### config.mk
export PLATFORM = sky130hd
export DESIGN_NAME = board_vga_renderer
export DESIGN_NICKNAME = d
export VERILOG_FILES = /design/src/rtl/chess_pkg.sv /design/src/rtl/piece_glyph_rom.sv /design/src/rtl/board_vga_renderer.sv
export SDC_FILE = /design/constraint.sdc
export NUM_CORES = 1
export LEC_CHECK = 0
export ABC_AREA = 1
export BUFFER_PORTS_ARGS = -buffer_cell sky130_fd_sc_hd__buf_2
export CAP_MARGIN = 40
export CELL_PAD_IN_SITES_DETAIL_PLACEMENT = 1
export CELL_PAD_IN_SITES_GLOBAL_PLACEMENT = 2
export CORE_AREA = 2 2 135 137
export CTS_CLUSTER_SIZE = 10
export DETAILED_ROUTE_END_ITERATION = 12
export DIE_AREA = 0 0 137 139
export PLACE_DENSITY_LB_ADDON = 0.1
export SLEW_MARGIN = 20
export SYNTH_ARGS = -nofsm -noshare
export SYNTH_HDL_FRONTEND = slang
export SYNTH_SLANG_ARGS = --single-unit
### constraint.sdc
create_clock -name CLK -period 1.75 [get_ports CLK]
set_input_delay 0.35 -clock CLK [delete_from_list [all_inputs] [get_ports CLK]]
set_output_delay 0.35 -clock CLK [all_outputs]
set_load 0.02 [all_outputs]
### src/rtl/chess_pkg.sv
// chess_pkg: shared definitions for the chess board video path.
// Holds piece/colour codes, 640x480@60 VGA timing constants, the RGB
// palette used by the renderer and a small square-shading helper.
package chess_pkg;

    // Piece codes as stored in the low three bits of a board entry.
    localparam logic [2:0] PIECE_NONE   = 3'd0;
    localparam logic [2:0] PIECE_PAWN   = 3'd1;
    localparam logic [2:0] PIECE_KNIGHT = 3'd2;
    localparam logic [2:0] PIECE_BISHOP = 3'd3;
    localparam logic [2:0] PIECE_ROOK   = 3'd4;
    localparam logic [2:0] PIECE_QUEEN  = 3'd5;
    localparam logic [2:0] PIECE_KING   = 3'd6;

    // Colour bit, stored as bit 3 of a board entry.
    localparam logic COLOR_WHITE = 1'b0;
    localparam logic COLOR_BLACK = 1'b1;

    // VGA 640x480@60 timing, in pixels and lines.
    localparam int H_VIS   = 640;
    localparam int H_FP    = 16;
    localparam int H_SYNC  = 96;
    localparam int H_BP    = 48;
    localparam int H_TOTAL = H_VIS + H_FP + H_SYNC + H_BP;
    localparam int V_VIS   = 480;
    localparam int V_FP    = 10;
    localparam int V_SYNC  = 2;
    localparam int V_BP    = 33;
    localparam int V_TOTAL = V_VIS + V_FP + V_SYNC + V_BP;

    // Glyph area inside a square: 32x32 pixels, each glyph bit is 4x4 pixels.
    localparam logic [5:0] GLYPH_LO = 6'd12;
    localparam logic [5:0] GLYPH_HI = 6'd43;

    typedef struct packed {
        logic [2:0] r;
        logic [2:0] g;
        logic [1:0] b;
    } rgb_t;

    localparam rgb_t RGB_OFF         = {3'd0, 3'd0, 2'd0};
    localparam rgb_t RGB_CURSOR      = {3'd7, 3'd7, 2'd0};
    localparam rgb_t RGB_WHITE_PIECE = {3'd7, 3'd7, 2'd3};
    localparam rgb_t RGB_BLACK_PIECE = {3'd0, 3'd0, 2'd0};
    localparam rgb_t RGB_SELECTED    = {3'd0, 3'd5, 2'd0};
    localparam rgb_t RGB_LIGHT_SQ    = {3'd6, 3'd5, 2'd2};
    localparam rgb_t RGB_DARK_SQ     = {3'd3, 3'd2, 2'd0};

    // A square is light when row and column have equal parity (row^col even).
    function automatic logic square_is_light(input logic [2:0] row, input logic [2:0] col);
        return (row[0] == col[0]);
    endfunction

endpackage

### src/rtl/piece_glyph_rom.sv
// piece_glyph_rom: 8x8 piece bitmaps, one row per lookup (combinational).
// Ports: piece     - piece code (PIECE_*)
//        glyph_row - glyph row 0..7, row 0 at the top
//        row_bits  - bitmap row, bit 7 is the leftmost glyph column
// Empty squares and the unused code 7 return an all-zero row.
module piece_glyph_rom
    import chess_pkg::*;
(
    input  logic [2:0] piece,
    input  logic [2:0] glyph_row,
    output logic [7:0] row_bits
);

    logic [63:0] glyph_s;

    // Whole-glyph select; row 0 lives in the top byte.
    always_comb begin
        glyph_s = 64'h0;
        case (piece)
            PIECE_PAWN:   glyph_s = 64'h0000_183C_183C_7E00;
            PIECE_KNIGHT: glyph_s = 64'h0038_7C6C_1C3C_7E00;
            PIECE_BISHOP: glyph_s = 64'h183C_2C3C_183C_7E00;
            PIECE_ROOK:   glyph_s = 64'h5A7E_3C3C_3C3C_7E00;
            PIECE_QUEEN:  glyph_s = 64'h5A5A_7E3C_3C3C_7E00;
            PIECE_KING:   glyph_s = 64'h187E_183C_3C3C_7E00;
            default:      glyph_s = 64'h0;
        endcase
    end

    // Row r sits at bit offset (7-r)*8; ~glyph_row equals 7-r for 3 bits.
    assign row_bits = glyph_s[{~glyph_row, 3'b000} +: 8];

endmodule

### src/rtl/board_vga_renderer.sv
// board_vga_renderer: 640x480@60 raster generator that draws the chess board.
// Ports: CLK/RESET (async active-low), board_read_addr/board_read_data
//        (one square fetched at a time), cursor_addr, selected_piece_addr,
//        hilite_selected_square (latched once per frame), vga_hsync/vga_vsync
//        (active low), vga_r/g/b, frame_tick (pulse at line 480, pixel 0).
// Three pipeline stages: fetch address, board data + glyph row, colour.
// Every output is delayed by exactly 3 cycles relative to the counters.
module board_vga_renderer
    import chess_pkg::*;
#(
    parameter int X0     = 96,
    parameter int Y0     = 16,
    parameter int SQ     = 56,
    parameter int BORDER = 3
) (
    input  logic       CLK,
    input  logic       RESET,
    output logic [5:0] board_read_addr,
    input  logic [3:0] board_read_data,
    input  logic [5:0] cursor_addr,
    input  logic [5:0] selected_piece_addr,
    input  logic       hilite_selected_square,
    output logic       vga_hsync,
    output logic       vga_vsync,
    output logic [2:0] vga_r,
    output logic [2:0] vga_g,
    output logic [1:0] vga_b,
    output logic       frame_tick
);

    localparam logic [9:0] H_LAST    = 10'(H_TOTAL - 1);
    localparam logic [9:0] V_LAST    = 10'(V_TOTAL - 1);
    localparam logic [9:0] H_VIS_L   = 10'(H_VIS);
    localparam logic [9:0] V_VIS_L   = 10'(V_VIS);
    localparam logic [9:0] HS_START  = 10'(H_VIS + H_FP);
    localparam logic [9:0] HS_END    = 10'(H_VIS + H_FP + H_SYNC);
    localparam logic [9:0] VS_START  = 10'(V_VIS + V_FP);
    localparam logic [9:0] VS_END    = 10'(V_VIS + V_FP + V_SYNC);
    localparam logic [9:0] X0_L      = 10'(X0);
    localparam logic [9:0] X1_L      = 10'(X0 + 8 * SQ);
    localparam logic [9:0] Y0_L      = 10'(Y0);
    localparam logic [9:0] Y1_L      = 10'(Y0 + 8 * SQ);
    localparam logic [5:0] SQ_LAST   = 6'(SQ - 1);
    localparam logic [5:0] BORDER_LO = 6'(BORDER);
    localparam logic [5:0] BORDER_HI = 6'(SQ - BORDER);

    logic [9:0] h_r, v_r, h_next_s, v_next_s;
    logic [5:0] px_r, py_r;
    logic [2:0] col_r, row_r;
    logic       in_board_s, visible_s, hsync_s, vsync_s, tick_s;

    // Stage 1 / stage 2 pipeline state.
    logic [5:0] px1_r, py1_r, sq1_r, px2_r, py2_r, sq2_r;
    logic       in_board1_r, vis1_r, hs1_r, vs1_r, tick1_r;
    logic       in_board2_r, vis2_r, hs2_r, vs2_r, tick2_r;
    logic [3:0] entry2_r;
    logic [7:0] glyph2_r, rom_row_s;
    logic [5:0] py1_off_s, gx_s;

    // Per-frame latched overlay state.
    logic [5:0] cursor_lat_r, selected_lat_r;
    logic       hilite_lat_r;

    logic       in_glyph_s, glyph_bit_s, border_s;
    rgb_t       pix_s;

    // Next raster position: h wraps at 799, v steps on each h wrap.
    always_comb begin
        h_next_s = h_r + 10'd1;
        v_next_s = v_r;
        if (h_r == H_LAST) begin
            h_next_s = 10'd0;
            if (v_r == V_LAST) begin
                v_next_s = 10'd0;
            end else begin
                v_next_s = v_r + 10'd1;
            end
        end else begin
            v_next_s = v_r;
        end
    end

    // Raster counters plus divider-free square/sub-pixel trackers.
    always_ff @(posedge CLK or negedge RESET) begin
        if (!RESET) begin
            h_r   <= 10'd0;
            v_r   <= 10'd0;
            px_r  <= 6'd0;
            py_r  <= 6'd0;
            col_r <= 3'd0;
            row_r <= 3'd0;
        end else begin
            h_r <= h_next_s;
            v_r <= v_next_s;
            // Restart on the cycle the counter reaches the board edge so px==0 at h==X0.
            if (h_next_s == X0_L) begin
                px_r  <= 6'd0;
                col_r <= 3'd0;
            end else if (px_r == SQ_LAST) begin
                px_r  <= 6'd0;
                col_r <= col_r + 3'd1;
            end else begin
                px_r <= px_r + 6'd1;
            end
            if (h_r == H_LAST) begin
                if (v_next_s == Y0_L) begin
                    py_r  <= 6'd0;
                    row_r <= 3'd0;
                end else if (py_r == SQ_LAST) begin
                    py_r  <= 6'd0;
                    row_r <= row_r + 3'd1;
                end else begin
                    py_r <= py_r + 6'd1;
                end
            end
        end
    end

    assign in_board_s = (h_r >= X0_L) && (h_r < X1_L) && (v_r >= Y0_L) && (v_r < Y1_L);
    assign visible_s  = (h_r < H_VIS_L) && (v_r < V_VIS_L);
    assign hsync_s    = !((h_r >= HS_START) && (h_r < HS_END));
    assign vsync_s    = !((v_r >= VS_START) && (v_r < VS_END));
    assign tick_s     = (h_r == 10'd0) && (v_r == V_VIS_L);

    // Glyph row comes from the stage-1 line offset; garbage outside the glyph area is masked later.
    assign py1_off_s = py1_r - GLYPH_LO;

    piece_glyph_rom u_glyph_rom (
        .piece     (board_read_data[2:0]),
        .glyph_row (py1_off_s[4:2]),
        .row_bits  (rom_row_s)
    );

    // Stage 1 and stage 2 registers.
    always_ff @(posedge CLK or negedge RESET) begin
        if (!RESET) begin
            board_read_addr <= 6'd0;
            px1_r <= 6'd0;  py1_r <= 6'd0;  sq1_r <= 6'd0;
            in_board1_r <= 1'b0;  vis1_r <= 1'b0;
            hs1_r <= 1'b1;  vs1_r <= 1'b1;  tick1_r <= 1'b0;
            px2_r <= 6'd0;  py2_r <= 6'd0;  sq2_r <= 6'd0;
            in_board2_r <= 1'b0;  vis2_r <= 1'b0;
            hs2_r <= 1'b1;  vs2_r <= 1'b1;  tick2_r <= 1'b0;
            entry2_r <= 4'd0;  glyph2_r <= 8'd0;
        end else begin
            // Address parks at 0 off-board so it only moves at square boundaries.
            board_read_addr <= in_board_s ? {row_r, col_r} : 6'd0;
            px1_r <= px_r;  py1_r <= py_r;  sq1_r <= {row_r, col_r};
            in_board1_r <= in_board_s;  vis1_r <= visible_s;
            hs1_r <= hsync_s;  vs1_r <= vsync_s;  tick1_r <= tick_s;
            px2_r <= px1_r;  py2_r <= py1_r;  sq2_r <= sq1_r;
            in_board2_r <= in_board1_r;  vis2_r <= vis1_r;
            hs2_r <= hs1_r;  vs2_r <= vs1_r;  tick2_r <= tick1_r;
            entry2_r <= board_read_data;
            glyph2_r <= rom_row_s;
        end
    end

    assign gx_s        = px2_r - GLYPH_LO;
    assign glyph_bit_s = glyph2_r[~gx_s[4:2]];
    assign in_glyph_s  = (px2_r >= GLYPH_LO) && (px2_r <= GLYPH_HI) &&
                         (py2_r >= GLYPH_LO) && (py2_r <= GLYPH_HI);
    assign border_s    = (px2_r < BORDER_LO) || (px2_r >= BORDER_HI) ||
                         (py2_r < BORDER_LO) || (py2_r >= BORDER_HI);

    // Pixel colour by priority: blank, cursor border, glyph, selection, square.
    always_comb begin
        pix_s = RGB_OFF;
        if (!vis2_r || !in_board2_r) begin
            pix_s = RGB_OFF;
        end else if ((sq2_r == cursor_lat_r) && border_s) begin
            pix_s = RGB_CURSOR;
        end else if (in_glyph_s && glyph_bit_s) begin
            pix_s = (entry2_r[3] == COLOR_WHITE) ? RGB_WHITE_PIECE : RGB_BLACK_PIECE;
        end else if (hilite_lat_r && (sq2_r == selected_lat_r)) begin
            pix_s = RGB_SELECTED;
        end else if (square_is_light(sq2_r[5:3], sq2_r[2:0])) begin
            pix_s = RGB_LIGHT_SQ;
        end else begin
            pix_s = RGB_DARK_SQ;
        end
    end

    // Stage 3: registered colour and syncs.
    always_ff @(posedge CLK or negedge RESET) begin
        if (!RESET) begin
            vga_r      <= 3'd0;
            vga_g      <= 3'd0;
            vga_b      <= 2'd0;
            vga_hsync  <= 1'b1;
            vga_vsync  <= 1'b1;
            frame_tick <= 1'b0;
        end else begin
            vga_r      <= pix_s.r;
            vga_g      <= pix_s.g;
            vga_b      <= pix_s.b;
            vga_hsync  <= hs2_r;
            vga_vsync  <= vs2_r;
            frame_tick <= tick2_r;
        end
    end

    // Overlay inputs are sampled once per frame, in vertical blank, so a frame never tears.
    always_ff @(posedge CLK or negedge RESET) begin
        if (!RESET) begin
            cursor_lat_r   <= 6'd0;
            selected_lat_r <= 6'd0;
            hilite_lat_r   <= 1'b0;
        end else if (frame_tick) begin
            cursor_lat_r   <= cursor_addr;
            selected_lat_r <= selected_piece_addr;
            hilite_lat_r   <= hilite_selected_square;
        end
    end

endmodule
; ---- Word level (Yosys, flattened, before mapping)
; Cells that the tools add are included.
[totals]
register_bits = 126
input_bits = 19
output_inout_bits = 17
wordCells = 126
[classes]
add_sub_neg = 8
order_cmp = 19
eq_ne = 16
n_shift = 1
n_mux = 21
n_bitwise = 2
reduce_logical = 25
[op_table]
columns = op, count
row1 = case mux 63 bit (6 select lines), 1
row2 = variable part select 64 x 7 -> 8 bit, 1
row3 = two-way mux 8 bit, 6
row4 = "less-than comparator 10 bit, second input constant", 3
row5 = "less-than comparator 10 x 9 -> 1 bit, second input constant", 3
row6 = two-way mux 10 bit, 3
row7 = two-way mux 6 bit, 5
row8 = "adder 10 x 1 -> 10 bit, second input constant", 2
row9 = "== test 10 bit, second input constant", 2
row10 = logical AND 1 bit, 13
row11 = "adder 6 x 1 -> 6 bit, second input constant", 2
row12 = == test 6 bit, 2
row13 = "== test 6 bit, second input constant", 2
row14 = ">= comparator 6 x 4 -> 1 bit, second input constant", 2
row15 = ">= comparator 6 bit, second input constant", 2
row16 = "<= comparator 6 bit, second input constant", 2
row17 = "less-than comparator 6 x 2 -> 1 bit, second input constant", 2
row18 = two-way mux 3 bit, 4
row19 = "== test 10 x 5 -> 1 bit, second input constant", 1
row20 = "== test 10 x 7 -> 1 bit, second input constant", 1
row21 = "== test 10 x 9 -> 1 bit, second input constant", 1
row22 = ">= comparator 10 bit, second input constant", 1
row23 = ">= comparator 10 x 5 -> 1 bit, second input constant", 1
row24 = ">= comparator 10 x 7 -> 1 bit, second input constant", 1
row25 = other kinds (16), 29

; ---- Depth between registers and ports, before layout
[depth]
ltp_word = 8
depth_mapped = 16
depth_no_buf = 15

; ---- By module
; From an unflattened synthesis, not the netlist that was laid out.
[hier_totals]
cells_unflattened = 608
area_unflattened_um2 = 5507.8
[modules_own_cells]
columns = mod, n_inst, cells_per_inst, area_each_um2, seq_area_each_um2
row1 = board_vga_renderer, 1, 550, 5210.0, 3035.4
row2 = piece_glyph_rom, 1, 58, 297.8, 0.0

; ---- Worst setup path before layout
; Ideal clock, no wire load.
[synth_timing]
path_type = register to register
startpoint = register h_r[0]
endpoint = register row_r[2]
setup_time_ns = 0.117
arrival_time_ns = 1.777
required_ns = 1.633
setup_slack_ns = -0.144
stages_incl_launch_ff = 16
path_buffers = 1
period_less_slack_ns = 1.894
cell_sequence = dfrtp_1 > ha_1 > nand2_2 > nor2_2 > nand2_1 > nor2_2 > buf_6 > nand2_2 > nand3_1 > nand2_1 > nor2_2 > nand3_4 > nand2_4 > nand2_2 > nand2_1 > nand2_1
[synth_via]
elab_chain_cells = 5
word_cells_on_any_way = 6
cone_classes = eq/ne (2) / mux (2) / reduce/logical (2)
[synth_rtl]
columns = element, line
row1 = "start, declared", board_vga_renderer.sv:47  ; logic [9:0] h_r, v_r, h_next_s, v_next_s;
row2 = "start signal, assigned", board_vga_renderer.sv:93  ; h_r <= h_next_s;
row3 = == test 10 bit (*), "board_vga_renderer.sv:71, board_vga_renderer.sv:105"
row4 = two-way mux 10 bit, board_vga_renderer.sv:71  ; if (h_r == H_LAST) begin
row5 = == test 10 x 5 -> 1 bit, board_vga_renderer.sv:106  ; if (v_next_s == Y0_L) begin
row6 = nonzero test 2 bit (no line), n/a
row7 = AND reduction 2 bit (no line), n/a
row8 = "end signal, assigned", board_vga_renderer.sv:111  ; row_r <= row_r + 3'd1;
row9 = "end, declared", board_vga_renderer.sv:49  ; logic [2:0] col_r, row_r;
; Every way passes the cells marked *; elsewhere a longest branch is shown, timed or not.
; A chain may end at the register's enable or synchronous reset.

; ---- Worst setup path after layout
[layout_timing]
startpoint = register h_r[1]
endpoint = register py_r[4]
[layout_via]
elab_chain_cells = 4
[layout_rtl]
columns = element, line
row1 = == test 10 bit, board_vga_renderer.sv:71
row2 = two-way mux 10 bit, board_vga_renderer.sv:71
row3 = net v_next_s[8], board_vga_renderer.sv:47
row4 = == test 10 x 5 -> 1 bit, board_vga_renderer.sv:106
row5 = two-way mux 6 bit, board_vga_renderer.sv:106
row6 = "end signal, assigned", board_vga_renderer.sv:113  ; py_r <= py_r + 6'd1;
row7 = "end, declared", board_vga_renderer.sv:48  ; logic [5:0] px_r, py_r;
; The timed path passes the listed nets, and every way through them passes these cells.

==> summary.txt <==
Seq. cell area: 2987 sq um
CP startpoint kind: flop
Synth Instances: 570
master of the slowest instance on the critical path: dfrtp_1
Synth top area share: 52.93%
GP Congestion: 0.8255
setup TNS: -4.748 ns
combinational power share: 2.2%
CP Capture Type: flop
Worst Tran Pin Value: 0.4169 ns
CP Max Fanout: 9
M1 WL: 5839 microns
Initial Util: 30.26%
failing checks: negative setup slack
Sequential Power Share: 45.2%
f_max: 489.8 MHz
Power Total: 6115 uW
largest cells by area after synthesis: dfrtp_1, nand2_1, inv_1, nand3_1, nor2_1
Lkg Pwr: 0.003978 uW
Synth Area in Compound Gates: 5.199%
diode count: 0
drt total wl: 14380 microns
first-pass GRT wire length: 23960 microns
final hold violation count: 0
xor-xnor portion of the synthesized cell area: 3.279%
Final Non-Filler Cells: 977
mean post-synth cell area: 9.373 sq um
dominant cell type by area after synthesis: dfrtp_1
Post-DRT Antenna Nets: 0
part of the cycle the worst path needs: 116.7%
synth unique cells: 41
Slew Limit Fails: 0
final setup skew: 0.006109 ns
Yosys reg bits: 119
remaining routing DRC violations: 0
worst hold path class: input pin to flop
Layout area overhead: 44.75%
post-synthesis mux area share: 2.295%
internal power: 4781 uW
crit path time final: 2.042 ns
unrepaired setup endpoints after global routing: yes
Top Ports: 36
Synth Area in Simple Gates: 22.93%
switching share of power: 21.82%
cell area after synthesis: 5343 sq um
Ys Warns: 0
area occupied by multi-input gates: 2369 sq um
Die X: 137 microns
setup ws final: -0.2917 ns
largest buffer count on any clock path: 2
Seq/Total Area, Yosys: 55.88%
crit path DAT: 2.39 ns
fin nets: 770
htree depth: 4
data required time of the critical path: 2.09 ns
Psw: 1334 uW
largest net degree at the start of global routing: 27
CP max stage delay: 0.40 ns
vias in the first global route: 4878
IO Port Bufs: 35
# setup viols final: 25
Setup CP Type: flop to flop
worst IR drop on VDD: 0.0006988 V
dpl cells: 917
drt pass-1 iters: 4
Root Buffer: clkbuf_16
CTS tree: built
main combinational cell family by area after synthesis: simple AND/OR/NAND/NOR gates
GRT Total Usage: 16.29%
FILL cells: 2020
FP Rows: 49
nets in the synthesized netlist: 604
share of cells above drive strength 1: 40.51%
Clk pin slew, worst setup/hold paths: 0.06 ns
DR iter-0 viols: 89
TritonCTS buffer count: 17
via-per-instance ratio: 4.556
Post-Synth Adder-Cell Area: 3.513%
die area: 19040 sq um
Max Cap Violations: 0
Vias: 4451
post-DP HPWL: 10450 microns
Slew Limit Headroom: 71.95%
clock power share: 52.6%
grt total ovfl: 0
met3 wire len: 391 microns
met2 WL: 7876 microns
Sink Count: 119
power density over the cells: 790.7 nW/um^2
initial antenna violation count: 0
Clk Latency, worst-skew pair: 0.42 ns
Core Region: 17660 sq um
drt wl/cell: 14.72 microns
Chip Height: 139 microns
crit path cell chain: ha_4 -> nand2_4 -> nor2_4 -> nand2_2 -> nor2_4 -> buf_12 -> buf_6 -> nand3_2 -> o21ai_2 -> inv_1 -> nand2_1 -> inv_2 -> nand3_4 -> nand2_4 -> buf_12 -> a21oi_4
outcome: finished with violations
top sig layer: met4
metal layers:
layer,up-vias,global-route usage [%]
li1,2170,-
met1,2214,18.45
met2,47,29.14
met3,20,4.276
met4,0,5.806
met5,-,0
cells in the final DEF, fill, tap and decap left out, types with 8 or more instances in the layout:
cell       instances
nor2_1            45
nand2_2           16
dfrtp_1          112
mux2_2            10
nand3_2           15
clkbuf_16         17
nand2_4            8
inv_2             12
xor2_1            13
buf_4             96
nand4_1           18
buf_2             34
nor3_1            12
ha_1               9
o21ai_0           13
inv_1             71
nor2_4            11
nand3_1           31
buf_6             17
nand2_1           85
nor2_2             8
sequential cells by signal, indices dropped and copies added (netlist names), 6 cells and up:
signal	count
sq1_r	6
py2_r	6
py_r	6
board_read_addr	6
px_r	6
sq2_r	6
cursor_lat_r	6
v_r	10
h_r	10
px2_r	6
glyph2_r	6
px1_r	6
py1_r	6
selected_lat_r	6
power by group through the flow:
stage	Sequential, uW	Combinational [uW]	Clock (uW)
final	2770	133	3220
after global routing	2760	156	3470
after CTS	2770	139	3330
after detailed placement	2810	136	0
after global placement	2810	133	0
after floorplan	2810	27.9	0
metrics by stage:
stage	instance area, sq um	hold WS (ns)	worst slack (ns)	util (%)
3_5_place_dp	6515	0.2828	-0.3522	36.90
6_report	7734	0.04389	-0.2917	43.80
5_1_grt	7734	0.02352	-0.4051	43.80
4_1_cts	7447	0.02308	-0.2934	42.18
2_1_floorplan	5368	0.05441	-0.08344	-
3_3_place_gp	6515	0.2862	-0.2282	36.90
timing repair:
item,in CTS,in global routing
hold buffers,1,0
setup endpoints to repair,24,34
gates cloned,1,0
hold endpoints to repair,18,0
resized for setup,58,64
buffers inserted,21,10
pin swaps,28,35
cells in the mapped netlist (all sizes together):
master / number
o211ai: 3
a21oi: 12
ha: 15
mux2i: 1
nand4: 18
buf: 5
nor4: 3
or3: 1
o22ai: 1
or2: 6
nand2: 109
nand3: 48
o311ai: 2
or3b: 1
inv: 83
o221ai: 2
nor3: 15
o21ai: 24
nand3b: 1
a31oi: 1
nor2: 63
o2bb2ai: 1
xor2: 13
dfrtp: 113
clkbuf: 4
a22oi: 1
xnor2: 7
mux2: 10
dfstp: 6
o21a: 1
cell families (layout without fill, tap and decap cells):
kind of cell / Yosys count / in the layout
AOI/OAI and AO/OA: 48 / 48
DFF: 119 / 119
xor gates and xnor gates: 20 / 20
and+or+nand+nor: 265 / 266
adders and majority gates: 15 / 15
muxes: 11 / 11
buffers and inverters: 92 / 269
worst paths after layout:
check,startpoint,endpoint,slack [ns],depth (start not counted)
worst min register to register,px1_r[5],px2_r[5],0.34,0
worst min-delay path,board_read_data[3],entry2_r[3],0.04,1
min in group asynchronous,RESET,glyph2_r[3],0.39,2
worst max-delay path,h_r[1],py_r[4],-0.29,16
worst max register to register,h_r[1],py_r[4],-0.29,16
max in group asynchronous,RESET,px2_r[3],0.81,3
critical path: cells and delay by family, from the launching register on:
kind                       cells  cell delay (ns)
buffers and inverters          5             0.49
AOI/OAI and AO/OA              2             0.18
and+or+nand+nor                8             0.72
DFF                            1             0.40
adders and majority gates      1             0.18
layout make-up:
| cell class | instances | area share [%] |
|---|---|---|
| inverters | 83 | 4.028 |
| clock buffers | 19 | 5.727 |
| multi-input cells | 360 | 30.63 |
| clock inverters | 12 | 1.359 |
| flip-flops and latches | 119 | 38.62 |
| well taps | 229 | 3.705 |
| repair buffers | 155 | 15.94 |
Note: power is estimated with default switching activity, not from simulation.
